## src/rtl/serial_add_pkg.sv

```systemverilog
// Shared types for the bit-serial add sequencer: state encoding and counter sizing.
package serial_add_pkg;

  typedef enum logic [1:0] {
    IDLE = 2'd0,
    RUN  = 2'd1,
    DONE = 2'd2
  } state_e;

  // Bit counter must hold 0..width without wrapping.
  function automatic int cnt_width(input int width);
    return (width < 1) ? 1 : $clog2(width + 1);
  endfunction

endpackage

```

## src/rtl/serial_add_ctrl_full_adder.sv

```systemverilog
// Single-bit full-adder cell with per-bit propagate (a|b) and generate (a&b).
module serial_add_ctrl_full_adder (
  input  logic a,
  input  logic b,
  input  logic cin,
  output logic s,
  output logic p,
  output logic g
);

  assign s = a ^ b ^ cin;
  assign p = a | b;
  assign g = a & b;

endmodule

```

## src/rtl/serial_add_ctrl.sv

```systemverilog
// Bit-serial adder: one full-adder cell reused LSB-first across WIDTH bits,
// with valid/ready handshakes on operands and result.
//
// state | meaning
// IDLE  | waiting for an operand pair; io_in_ready high (unless in reset)
// RUN   | one bit per cycle through the cell, shifting operands and sum
// DONE  | result held stable until the sink takes it
module serial_add_ctrl
  import serial_add_pkg::*;
#(
  parameter int WIDTH = 8
) (
  input  logic             clock,
  input  logic             reset,
  input  logic             io_in_valid,
  output logic             io_in_ready,
  input  logic [WIDTH-1:0] io_in_a,
  input  logic [WIDTH-1:0] io_in_b,
  input  logic             io_in_carry,
  output logic             io_out_valid,
  input  logic             io_out_ready,
  output logic [WIDTH-1:0] io_out_sum,
  output logic             io_out_carry,
  output logic             io_out_p,
  output logic             io_out_g
);

  localparam int CW = cnt_width(WIDTH);
  localparam logic [CW-1:0] LAST_BIT = CW'(WIDTH - 1);

  state_e           state, state_d;
  logic [WIDTH-1:0] a_sr, b_sr, sum_sr, sum_next;
  logic             carry_q, g_q, p_q;
  logic [CW-1:0]    cnt;
  logic             cell_s, cell_p, cell_g;
  logic             accept;

  serial_add_ctrl_full_adder u_fa (
    .a   (a_sr[0]),
    .b   (b_sr[0]),
    .cin (carry_q),
    .s   (cell_s),
    .p   (cell_p),
    .g   (cell_g)
  );

  assign io_in_ready  = (state == IDLE) && !reset;
  assign io_out_valid = (state == DONE);
  assign accept       = io_in_valid && io_in_ready;

  always_ff @(posedge clock or posedge reset) begin
    if (reset) state <= IDLE;
    else       state <= state_d;
  end

  always_comb begin
    state_d = state;
    case (state)
      IDLE:    if (accept) state_d = RUN;
      RUN:     if (cnt == LAST_BIT) state_d = DONE;
      DONE:    if (io_out_ready) state_d = IDLE;
      default: state_d = IDLE;
    endcase
  end

  // New sum bit enters at the MSB so the LSB lands at bit 0 after WIDTH shifts.
  always_comb begin
    sum_next = sum_sr >> 1;
    sum_next[WIDTH-1] = cell_s;
  end

  always_ff @(posedge clock or posedge reset) begin
    if (reset) begin
      a_sr    <= '0;
      b_sr    <= '0;
      sum_sr  <= '0;
      carry_q <= 1'b0;
      g_q     <= 1'b0;
      p_q     <= 1'b1;
      cnt     <= '0;
    end else begin
      case (state)
        IDLE: begin
          if (accept) begin
            a_sr    <= io_in_a;
            b_sr    <= io_in_b;
            carry_q <= io_in_carry;
            g_q     <= 1'b0;
            p_q     <= 1'b1;
            cnt     <= '0;
          end
        end
        RUN: begin
          sum_sr  <= sum_next;
          carry_q <= cell_g | (cell_p & carry_q);
          g_q     <= cell_g | (cell_p & g_q);
          p_q     <= p_q & cell_p;
          a_sr    <= a_sr >> 1;
          b_sr    <= b_sr >> 1;
          cnt     <= cnt + CW'(1);
        end
        default: ;
      endcase
    end
  end

  assign io_out_sum   = sum_sr;
  assign io_out_carry = carry_q;
  assign io_out_p     = p_q;
  assign io_out_g     = g_q;

endmodule

```

## config.mk

```make
export PLATFORM = sky130hd
export DESIGN_NAME = serial_add_ctrl
export DESIGN_NICKNAME = d
export VERILOG_FILES = /design/src/rtl/serial_add_pkg.sv /design/src/rtl/serial_add_ctrl_full_adder.sv /design/src/rtl/serial_add_ctrl.sv
export SDC_FILE = /design/constraint.sdc
export NUM_CORES = 1
export LEC_CHECK = 0
export CORE_MARGIN = 2
export CORE_UTILIZATION = 30
export CTS_CLUSTER_DIAMETER = 80
export DETAILED_ROUTE_END_ITERATION = 16
export GPL_TIMING_DRIVEN = 1
export SETUP_SLACK_MARGIN = 0.02
export SYNTH_ARGS = -nofsm -noshare
export SYNTH_HDL_FRONTEND = slang
export SYNTH_HIERARCHICAL = 1
export SYNTH_SLANG_ARGS = --single-unit
```

## constraint.sdc

```tcl
create_clock -name clock -period 1.85 [get_ports clock]
set_input_delay 0.185 -clock clock [delete_from_list [all_inputs] [get_ports clock]]
set_output_delay 0.185 -clock clock [all_outputs]
set_load 0.01 [all_outputs]
```

==> results of run 1 <==
## final timing paths
kind,start,endpoint,slack (ns),depth (start not counted)
worst max-delay path,state[1],io_out_valid,0.13,2
worst min-delay path,reset,state[0],0.44,3
worst max register to register,state[1],b_sr[6],0.36,4
worst min register to register,a_sr[4],a_sr[4],0.48,1
max in group asynchronous,reset,io_out_p,1.09,3
min in group clock,io_in_a[7],a_sr[7],0.47,3
## per-stage QoR
step,worst slack (ns),instance area (um2)
2_1_floorplan,0.487,1470
3_3_place_gp,0.249,1890
3_5_place_dp,0.200,1890
4_1_cts,0.123,1980
5_1_grt,0.0205,1980
6_report,0.128,1980
## kinds of logic (layout without fill, tap and decap cells)
logic type               Yosys count  after routing  synth area share, %
AND/OR/NAND/NOR                   44             44                 14.6
buffers and inverters             13             52                 4.08
AO/OA/AOI/OAI                     39             39                 20.6
flip-flops                        33             33                 56.2
XOR/XNOR                           1              1                0.595
adder cells (fa/ha/maj)            3              3                 2.55
multiplexers                       2              2                 1.44
## power groups by stage
stage,logic (uW),clock network (uW),registers [uW]
4_1_cts,1210,555,1210
6_report,1190,533,1200
3_5_place_dp,1210,0,1220
5_1_grt,1340,594,1250
2_1_floorplan,727,0,1220
3_3_place_gp,1170,0,1210
## registers in the layout, indices dropped and copies added, names as in the netlist
register / flops
io_out_g: 1
io_out_carry: 1
b_sr: 8
io_out_sum: 8
io_out_p: 1
cnt: 4
state: 2
a_sr: 8
## cell type report
cell class / instances / area [um2]
fill: 444 / 2740
sequential: 33 / 827
multi-input combinational: 89 / 586
timing repair buffer: 39 / 375
clock buffer: 7 / 86.3
tap: 67 / 83.8
inverter: 6 / 22.5
## layout by cell type (no fill, tap or decap)
| master | n |
|---|---|
| o21ai_0 | 4 |
| nor2_1 | 1 |
| nor2b_2 | 1 |
| a22o_1 | 16 |
| nand4_1 | 1 |
| and3_1 | 1 |
| xor2_1 | 1 |
| nor4b_4 | 1 |
| clkdlybuf4s50_1 | 33 |
| a21o_1 | 14 |
| buf_4 | 6 |
| clkbuf_1 | 1 |
| clkbuf_8 | 6 |
| nor2_2 | 1 |
| dfstp_2 | 1 |
| dfrtp_1 | 32 |
| nand2b_1 | 3 |
| nor3_1 | 1 |
| nor2b_1 | 2 |
| ha_1 | 3 |
| a221o_1 | 2 |
| nand2_1 | 31 |
| mux2_2 | 1 |
| a211oi_1 | 1 |
| mux2i_1 | 1 |
| nor3b_1 | 1 |
| inv_1 | 6 |
| a21oi_1 | 2 |
## worst reg2reg max path, stage by stage, from the launching register on
cell	delay (ns)
dfrtp_1	0.46
nor4b_4	0.42
buf_4	0.31
a22o_1	0.17
a21o_1	0.08
## routing by layer
layer / wire (um) / up-vias
li1: - / 541
met5: 0 / -
met3: 100 / 5
met4: 63 / 0
met2: 1560 / 20
met1: 1290 / 528
==> key figures, run 1 <==
Outcome
  – Status: finished clean

Floorplan
  – DIE AREA: 5490 um2
  – Initial core utilization: slightly above 30%
  – Row count: 25
  – Die Span Y: 74.1 um
  – Area of the core: 4720 um2
  – # IOs: 34
  – Die X: 74.1 um

Place
  – Cell Count Post-Placement: 234
  – Final Wtd Congestion: 0.717
  – Post-DP HPWL: 2150 um
  – IO Port Bufs: 33

Clock network
  – CTS Buf Count: 5
  – Post-CTS sizing: 0
  – Clock Path Buffers: 2
  – Post-CTS setup buffers: 0
  – Clock Latency Late Sink: 0.28 ns
  – Clk root buf: clkbuf_8
  – Clk slew on worst S/H paths: approximately 0.060 ns
  – Post-CTS Hold Buffers: 0
  – Clock sinks: 33
  – H-Tree Level Count: 2
  – Clock tree from TritonCTS: done

Worst setup path
  – CP Launch Type: flip-flop
  – Cell family with most CP delay: buffers and inverters
  – Cells along the critical path: nor2b_1, clkdlybuf4s50_1
  – Bufs and invs on worst path: 1
  – Critical Path AT: around 1.5 ns
  – Slowest cell on crit path: clkdlybuf4s50_1
  – Crit Path Class: reg2out
  – CP max stage delay: 0.56 ns
  – Max FO, Critical Path: 6
  – Crit path capture type: output port
  – Critical Path RT: 1.66 ns

GRT
  – Largest net degree at the start of global routing: 34
  – First-pass GRT wire length: 5280 um
  – M3 GR Usage: 4.20%
  – Busiest grt layer: met2
  – M1 GR Usage: 15.8%
  – Routing usage on met2: a little over a fifth
  – Vias in the first global route: roughly 1200
  – Antenna violations before repair: 0
  – Gr ovfl total: 0
  – GRT Total Usage: 13.0%

Power
  – PD cells: 1480 nW/um2
  – Total power: 2920 uW
  – Power share of the combinational group: 40.6%
  – Switch Pwr: 1000 uW
  – VDD IR max: 460 uV
  – Switching Share: 34.3%
  – Sequential share of power: 41.2%
  – Internal power: 1920 uW
  – Clock power share: 18.2%
  – Leak pwr: 0.00102 uW

Drt
  – WL/cell: 12.5 um
  – Routed WL: about 3000 um
  – Iteration-0 DRC Markers: 97
  – Vias/cell: 4.54
  – Routed via count: 1094
  – Drc violations: 0
  – Router iterations before antenna repair: 4
  – ANT nets after route: 0

Yosys
  – Synth top cells by count: dfrtp_1, nand2_1, a22o_1, a21o_1
  – Post-synth cell types: 26
  – Sequential share of the synthesized area: 56.2%
  – Top cell type's share of synthesized area: 54.4%
  – Syn Nets: between 150 and 200
  – Synth Flop Type: dfrtp_1
  – Syn Inst Count: 135
  – #FFs+latches synth: 33
  – Synth warnings: 6
  – Top-count cell post-synth: dfrtp_1
  – Async SR Flop Fraction: 100%
  – Avg Inst Size Synth: 10.9 um2
  – EDFF count, synth: 0
  – Cell Area, Synth: 1470 um2
  – Largest cells by area after synthesis: dfrtp_1, a22o_1, nand2_1, a21o_1, ha_1
  – Post-synth top area cell: dfrtp_1

Final layout
  – Layout Nets: 198
  – Fin util: 41.9%
  – Syn-to-layout area delta: 34.5%
  – Proportion of layout cells with a drive suffix above 1: 9.77%
  – Final Non-Filler Cells: about 240
  – Diode count: 0

Timing
  – Layout Skew: 0.00341 ns
  – Hold_ws: ~0.44 ns
  – Tcrit/Tclk final: 93.1%
  – TNS Setup: 0 ns
  – Relative slew slack: 73.0%
  – RSZ-0062 raised after global routing: false
  – F_max: just under 600 MHz
  – Final Critical Period: 1.72 ns
  – # setup viols final: 0
  – Slew of the pin with the lowest slew margin: 0.405 ns
  – Fin. Hold Viols: 0
  – Final Max Tran Viols: 0

Flow run
  – Max_cap viols: 0

Hold path
  – Hold Path Class: in2async
No activity file was read; power rests on OpenSTA's default activity.
==> inputs of run 2 (changes only) <==
SKIP_CTS_REPAIR_TIMING = 1   (was default)
==> results of run 2 <==
Final layout, timing and power as in run 1 (identical DEF).
